===== config.mk =====
export PLATFORM = sky130hd
export DESIGN_NAME = tick_gen_flat
export DESIGN_NICKNAME = d
export VERILOG_FILES = /design/src/rtl/tick_gen_pkg.sv /design/src/rtl/tick_gen_if.sv /design/src/rtl/tick_gen_chan.sv /design/src/rtl/tick_gen.sv /design/src/flat_wrapper.sv
export SDC_FILE = /design/constraint.sdc
export NUM_CORES = 1
export LEC_CHECK = 0
export BUFFER_PORTS_ARGS = -buffer_cell sky130_fd_sc_hd__clkbuf_2
export CAP_MARGIN = 40
export CORE_ASPECT_RATIO = 1.2
export CORE_MARGIN = 10
export CORE_UTILIZATION = 60
export CTS_BUF_LIST = sky130_fd_sc_hd__clkbuf_2 sky130_fd_sc_hd__clkbuf_4 sky130_fd_sc_hd__clkbuf_8
export DETAILED_ROUTE_END_ITERATION = 6
export PLACE_DENSITY = 0.9
export SYNTH_ARGS = -nofsm -noshare
export SYNTH_HDL_FRONTEND = slang
export SYNTH_SLANG_ARGS = --single-unit

===== constraint.sdc =====
create_clock -name clk -period 4.85 [get_ports clk]
set_clock_uncertainty 0.2 [all_clocks]
set_input_delay 0.97 -clock clk [delete_from_list [all_inputs] [get_ports clk]]
set_output_delay 0.97 -clock clk [all_outputs]
set_load 0.01 [all_outputs]

===== src/rtl/tick_gen_pkg.sv =====
// tick_gen_pkg
//  Shared encodings and defaults for the multi-channel tick generator:
//  channel mode (periodic / one-shot), one-shot FSM states, default
//  counter width and reset period, and the channel-select width helper.
package tick_gen_pkg;

    localparam int DEF_CNT_W      = 14;
    localparam int DEF_PERIOD_VAL = 10000;

    typedef enum logic {
        MODE_PERIODIC = 1'b0,
        MODE_ONESHOT  = 1'b1
    } mode_t;

    typedef enum logic {
        ST_IDLE = 1'b0,
        ST_RUN  = 1'b1
    } state_t;

    // Channel-select width; a single channel still needs a 1-bit select.
    function automatic int ch_width(input int num_ch);
        return (num_ch > 1) ? $clog2(num_ch) : 1;
    endfunction

endpackage


===== src/rtl/tick_gen_if.sv =====
// tick_gen_if
//  Configuration, control and status bundle of tick_gen.
//  master: the controller (drives cfg_*, ch_en, ch_start; reads tick, busy, cnt)
//  slave : tick_gen itself
//  cfg_we/cfg_ch/cfg_period/cfg_mode : one-cycle config write of one channel
//  ch_en    : per-channel count enable (level)
//  ch_start : per-channel start / restart pulse
//  tick     : registered one-cycle strobe per channel
//  busy     : channel counting
//  cnt      : packed counter values, channel 0 in the LSBs
interface tick_gen_if
    import tick_gen_pkg::*;
#(
    parameter int NUM_CH = 2,
    parameter int CNT_W  = DEF_CNT_W
);
    localparam int CH_W = ch_width(NUM_CH);

    logic                    cfg_we;
    logic [CH_W-1:0]         cfg_ch;
    logic [CNT_W-1:0]        cfg_period;
    logic                    cfg_mode;
    logic [NUM_CH-1:0]       ch_en;
    logic [NUM_CH-1:0]       ch_start;
    logic [NUM_CH-1:0]       tick;
    logic [NUM_CH-1:0]       busy;
    logic [NUM_CH*CNT_W-1:0] cnt;

    modport master (
        output cfg_we, cfg_ch, cfg_period, cfg_mode, ch_en, ch_start,
        input  tick, busy, cnt
    );

    modport slave (
        input  cfg_we, cfg_ch, cfg_period, cfg_mode, ch_en, ch_start,
        output tick, busy, cnt
    );

endinterface


===== src/rtl/tick_gen_chan.sv =====
// tick_gen_chan
//  One tick channel: period and mode registers, counter and one-shot FSM.
//  Ports:
//   clk, rst       clock, asynchronous active-low reset
//   cfg_load       config write addressed to this channel
//   cfg_period     new period P
//   cfg_mode       0 = periodic, 1 = one-shot
//   en             count enable (level)
//   start          start / restart pulse
//   step_ok        extra count qualifier (cascade input, 1 when unused)
//   fire           combinational: the tick register loads 1 on this edge
//   busy           channel counting
//   cnt            current counter value
module tick_gen_chan
    import tick_gen_pkg::*;
#(
    parameter int CNT_W      = DEF_CNT_W,
    parameter int DEF_PERIOD = DEF_PERIOD_VAL
) (
    input  logic             clk,
    input  logic             rst,
    input  logic             cfg_load,
    input  logic [CNT_W-1:0] cfg_period,
    input  logic             cfg_mode,
    input  logic             en,
    input  logic             start,
    input  logic             step_ok,
    output logic             fire,
    output logic             busy,
    output logic [CNT_W-1:0] cnt
);

    logic [CNT_W-1:0] period;
    mode_t            mode;
    state_t           state;
    state_t           state_nxt;
    logic             active;
    logic             step;
    logic             at_end;

    // Next-state and strobe logic. A config write beats a start, which beats
    // a count step; only a step taken at cnt==P produces a tick.
    always_comb begin
        state_nxt = state;
        active    = (mode == MODE_PERIODIC) || (state == ST_RUN);
        step      = en && active && step_ok;
        at_end    = (cnt == period);
        fire      = step && at_end && !cfg_load && !start;
        // busy is forced low while reset is asserted, even if en is high.
        busy      = rst && ((mode == MODE_PERIODIC) ? en : (state == ST_RUN));

        if (cfg_load) begin
            state_nxt = ST_IDLE;
        end else if (start) begin
            if (mode == MODE_ONESHOT) begin
                state_nxt = ST_RUN;
            end
        end else if (fire && (mode == MODE_ONESHOT)) begin
            state_nxt = ST_IDLE;
        end
    end

    always_ff @(posedge clk or negedge rst) begin
        if (!rst) begin
            state <= ST_IDLE;
        end else begin
            state <= state_nxt;
        end
    end

    // Period/mode registers and counter. The counter only ever resets or
    // counts up to P, so it never wraps.
    always_ff @(posedge clk or negedge rst) begin
        if (!rst) begin
            period <= CNT_W'(DEF_PERIOD);
            mode   <= MODE_PERIODIC;
            cnt    <= '0;
        end else if (cfg_load) begin
            period <= cfg_period;
            mode   <= mode_t'(cfg_mode);
            cnt    <= '0;
        end else if (start) begin
            cnt <= '0;
        end else if (step) begin
            cnt <= at_end ? '0 : cnt + CNT_W'(1);
        end
    end

endmodule


===== src/rtl/tick_gen.sv =====
// tick_gen
//  Multi-channel programmable tick generator. Each channel strobes tick
//  every P+1 enabled clocks (periodic) or once per start (one-shot).
//  Ports:
//   clk   system clock
//   rst   asynchronous active-low reset
//   bus   tick_gen_if.slave: config write, ch_en, ch_start in; tick, busy,
//         cnt out
//  Build option TICK_GEN_CASCADE_EN: channel i>0 advances only on edges
//  where channel i-1 ticks, so its interval is the product of (P_k+1).
module tick_gen
    import tick_gen_pkg::*;
#(
    parameter int NUM_CH     = 2,
    parameter int CNT_W      = DEF_CNT_W,
    parameter int DEF_PERIOD = DEF_PERIOD_VAL
) (
    input logic       clk,
    input logic       rst,
    tick_gen_if.slave bus
);

    logic [NUM_CH-1:0]       load;
    logic [NUM_CH-1:0]       fire;
    logic [NUM_CH-1:0]       step_ok;
    logic [NUM_CH-1:0]       busy_w;
    logic [NUM_CH*CNT_W-1:0] cnt_w;
    logic [NUM_CH-1:0]       tick_q;

    // Channel select decode; codes at or above NUM_CH match nothing.
    always_comb begin
        load = '0;
        for (int i = 0; i < NUM_CH; i++) begin
            load[i] = bus.cfg_we && (32'(bus.cfg_ch) == 32'(i));
        end
    end

    for (genvar g = 0; g < NUM_CH; g++) begin : g_ch
`ifdef TICK_GEN_CASCADE_EN
        // Cascade from the lower channel's same-edge tick, so a cascaded
        // tick coincides with the tick of the channel feeding it.
        if (g == 0) begin : g_head
            assign step_ok[g] = 1'b1;
        end else begin : g_link
            assign step_ok[g] = fire[g-1];
        end
`else
        assign step_ok[g] = 1'b1;
`endif

        tick_gen_chan #(
            .CNT_W      (CNT_W),
            .DEF_PERIOD (DEF_PERIOD)
        ) u_chan (
            .clk        (clk),
            .rst        (rst),
            .cfg_load   (load[g]),
            .cfg_period (bus.cfg_period),
            .cfg_mode   (bus.cfg_mode),
            .en         (bus.ch_en[g]),
            .start      (bus.ch_start[g]),
            .step_ok    (step_ok[g]),
            .fire       (fire[g]),
            .busy       (busy_w[g]),
            .cnt        (cnt_w[g*CNT_W +: CNT_W])
        );
    end

    // Registered tick strobes for all channels.
    always_ff @(posedge clk or negedge rst) begin
        if (!rst) begin
            tick_q <= '0;
        end else begin
            tick_q <= fire;
        end
    end

    assign bus.tick = tick_q;
    assign bus.busy = busy_w;
    assign bus.cnt  = cnt_w;

endmodule

===== src/flat_wrapper.sv =====
// flat-port wrapper written by rule: the top's interface ports become plain ports
module tick_gen_flat import tick_gen_pkg::*;
#(
    parameter int NUM_CH     = 2,
    parameter int CNT_W      = DEF_CNT_W,
    parameter int DEF_PERIOD = DEF_PERIOD_VAL
)
  (clk, rst, bus_cfg_we, bus_cfg_ch, bus_cfg_period, bus_cfg_mode, bus_ch_en, bus_ch_start, bus_tick, bus_busy, bus_cnt);
  tick_gen_if #(.NUM_CH(NUM_CH), .CNT_W(CNT_W)) bus_i ();
  input logic clk;
  input logic rst;
  input wire logic [$bits(bus_i.cfg_we)-1:0] bus_cfg_we;
  input wire logic [$bits(bus_i.cfg_ch)-1:0] bus_cfg_ch;
  input wire logic [$bits(bus_i.cfg_period)-1:0] bus_cfg_period;
  input wire logic [$bits(bus_i.cfg_mode)-1:0] bus_cfg_mode;
  input wire logic [$bits(bus_i.ch_en)-1:0] bus_ch_en;
  input wire logic [$bits(bus_i.ch_start)-1:0] bus_ch_start;
  output wire logic [$bits(bus_i.tick)-1:0] bus_tick;
  output wire logic [$bits(bus_i.busy)-1:0] bus_busy;
  output wire logic [$bits(bus_i.cnt)-1:0] bus_cnt;
  assign bus_i.cfg_we = bus_cfg_we;
  assign bus_i.cfg_ch = bus_cfg_ch;
  assign bus_i.cfg_period = bus_cfg_period;
  assign bus_i.cfg_mode = bus_cfg_mode;
  assign bus_i.ch_en = bus_ch_en;
  assign bus_i.ch_start = bus_ch_start;
  assign bus_tick = bus_i.tick;
  assign bus_busy = bus_i.busy;
  assign bus_cnt = bus_i.cnt;
  tick_gen #(.NUM_CH(NUM_CH), .CNT_W(CNT_W), .DEF_PERIOD(DEF_PERIOD)) u_core (.clk(clk), .rst(rst), .bus(bus_i));
endmodule

==> impl_metrics.env <==
export IMPL_status="complete, but fails checks"
export IMPL_failed_checks="design-rule violations"
export IMPL_first_pass_iters=7
export IMPL_power_per_cell_area_nw_per_um2=359
export IMPL_crit_cells=3
export IMPL_rsz0062_at_grt="no"
export IMPL_syn_avg_cell_area_um2=10.6
export IMPL_std_cell_rows=29
export IMPL_gr_usage_all_layers=0.184
export IMPL_yosysTopAreaCell="dfrtp_1"
export IMPL_rrSetupSlack_ns=2.15
export IMPL_critPathMaxFanout=22
export IMPL_holdWs_ns=0.333
export IMPL_grt_max_degree=44
export IMPL_avgViaCountPerCell=6.34
export IMPL_crit_top_cell="clkbuf_2"
export IMPL_final_hold_viol_count=0
export IMPL_synth_area_um2=3310
export IMPL_syn_to_final_growth_pct=16.4
export IMPL_drc=1
export IMPL_timing_rr_end="u_core.g_ch[0].u_chan.cnt[3]$_DFFE_PN0P_"
export IMPL_core_area_um2=5330
export IMPL_clk_pin_slew_ns=0.07
export IMPL_cpPeakStageDelay_ns=0.40
export IMPL_ant_nets=0
export IMPL_place_area_um2=3580
export IMPL_cp_start_kind="primary input"
export IMPL_ys_flop_type="dfrtp_1"
export IMPL_p_leak_nw=1.73
export IMPL_antennaDiodeCount=0
export IMPL_yosys_cell_count_top_type="dfrtp_1"
export IMPL_cp_slowest_cell="clkbuf_2"
export IMPL_syn_inst=312
export IMPL_place_gp_congestion=0.884
export IMPL_whs_path_depth=1
export IMPL_post_drt_wl_per_cell_um=18.5
export IMPL_ctsHoldBuffers=0
export IMPL_vias=2722
export IMPL_critPathArrivalTime_ns=1.71
export IMPL_start_util=0.621
export IMPL_clkLatencyLatePin_ns=0.35
export IMPL_worstHoldStart="u_core.g_ch[0].u_chan.period[12]$_DFFE_PN0P_"
export IMPL_die_width_um=87.8
export IMPL_synth_common_cells="52 x dfrtp_1, 30 x mux2_2, 28 x nand2_1, 28 x xor2_1, 17 x nand4_1"
export IMPL_syn_nets=337
export IMPL_synth_edff_count=0
export IMPL_grt_pass1_vias=2694
export IMPL_ys_async_sr_fraction=1.00
export IMPL_synth_top_area_share=0.393
export IMPL_antenna_found_initial=0
export IMPL_maxCapViolCount=0
export IMPL_overflow=0
export IMPL_ff_latch_area_um2=1560
export IMPL_placedCellCount=413
export IMPL_path_class="in -> out"
export IMPL_period_needed_ns=2.88
export IMPL_dieArea_um2=8900
export IMPL_critPathTopFamily="buffers and inverters"
export IMPL_drv_slew=0
export IMPL_port_buffers=54
export IMPL_ys_seq_area_frac=0.472
export IMPL_finalCritPeriodShare=0.594
export IMPL_io_pins=55
export IMPL_p_total_mw=1.38
export IMPL_cts_root_buffer="clkbuf_8"
export IMPL_synth_warnings=0
export IMPL_cp_end_kind="primary output"
export IMPL_slew_headroom=0.419
export IMPL_post_cts_buffers=0
export IMPL_h_tree_depth=3
export IMPL_worst_slew_pin_slew_ns=0.866
export IMPL_vdd_ir_drop_max_mv=0.199
export IMPL_multiInputGateArea_um2=1590
export IMPL_hold_path_class="reg -> reg"
export IMPL_worst_endpoint_required_ns=3.68
export IMPL_fp_dieH_um=101
export IMPL_clock_fmax_mhz=347
export IMPL_wl_um=7930
export IMPL_r2r_cells=5
export IMPL_cts_resized=0
export IMPL_ctsLongestPathBuffers=2
export IMPL_hpwl_um=5530
export IMPL_reg2reg_from="u_core.g_ch[0].u_chan.cnt[8]$_DFFE_PN0P_"
export IMPL_cts_buffers=9
export IMPL_cts_sinks=62
export IMPL_drive_above_1_share=0.343
export IMPL_nNetsFinal=387
export IMPL_setup_viol_count_final=0
export IMPL_cts_tree="yes"
export IMPL_ys_types=46
export IMPL_yosys_top_cells_area="dfrtp_1 39%, mux2_2 10%, dfstp_2 7.9%"
export IMPL_first_iter_violations=127
export IMPL_fin_tns_setup_ns=0
export IMPL_path_buf_inv=2
export IMPL_stdcell_count=429
export IMPL_fill_cells=359
export IMPL_finish_instance_area_um2=3850
export IMPL_holdPathEnd="u_core.g_ch[0].u_chan.period[12]$_DFFE_PN0P_"
export IMPL_synth_seq_cells=62
export IMPL_crit_chain="clkbuf_2, nor2b_1, clkbuf_2"
export IMPL_grt_pass1_wl_um=13000
[worst max-delay path by stage]
stage / end / from
detailed placement: bus_busy[0] / rst
finish: bus_busy[0] / rst
global placement: bus_busy[1] / rst
global route: bus_busy[1] / rst
floorplan: bus_busy[1] / bus_ch_en[1]
CTS: bus_busy[0] / rst
[layout make-up]
class	instances	share of cell area
clock buffer	10	0.0357
tap	62	0.0201
multi-input combinational	217	0.412
inverter	15	0.0146
timing repair buffer	57	0.0779
clock inverter	6	0.0344
sequential	62	0.406
[sequential cells by signal (all words and copies together) (netlist names)]
signal                     count
u_core.bus.tick                2
u_core.g_ch.u_chan.mode        2
u_core.g_ch.u_chan.cnt        28
u_core.g_ch.u_chan.state       2
u_core.g_ch.u_chan.period     28
[cells by family after synthesis]
group                      count (synthesis)  synth area share
AOI/OAI and AO/OA                         50             0.104
adders and majority gates                  2           0.00756
DFF                                       62             0.472
buffers and inverters                     33            0.0491
muxes                                     33             0.111
and+or+nand+nor                          104             0.181
xor gates and xnor gates                  28            0.0741
[power by group]
| part | switching, mW | internal [mW] |
|---|---|---|
| clock | 0.215 | 0.407 |
| combinational | 0.0808 | 0.0765 |
| sequential | 0.0360 | 0.569 |
| total | 0.331 | 1.05 |
[metal layers]
metal  routed length, µm  GRT usage
met5                   0          0
met4                 255     0.0934
met3                 654     0.0594
met2                3970      0.300
met1                3050      0.212
[placed cells by master (no fill, tap or decap), drive strengths merged, types with 3 or more instances in the layout]
master   n
dfstp   10
nand2   29
mux2i    3
a31oi   15
a21oi    3
dfrtp   52
nor4     7
nand4   18
xor2    28
mux2    30
clkbuf  64
o311ai   7
nor2b    5
inv     15
nand2b   6
bufinv   4
o21ai    7
o22ai    8
buf      3
and3     6
nor3     4
nor2     8
nand3   12
o211ai   3
[stage by stage]
| stage | setup WS [ns] | utilization |
|---|---|---|
| final | 1.97 | 0.723 |
| after global routing | 1.82 | 0.723 |
| after CTS | 1.93 | 0.723 |
| after detailed placement | 1.93 | 0.672 |
| after global placement | 1.94 | 0.669 |
| after floorplan | 2.42 | - |
Power figures use the tool's default switching activity.
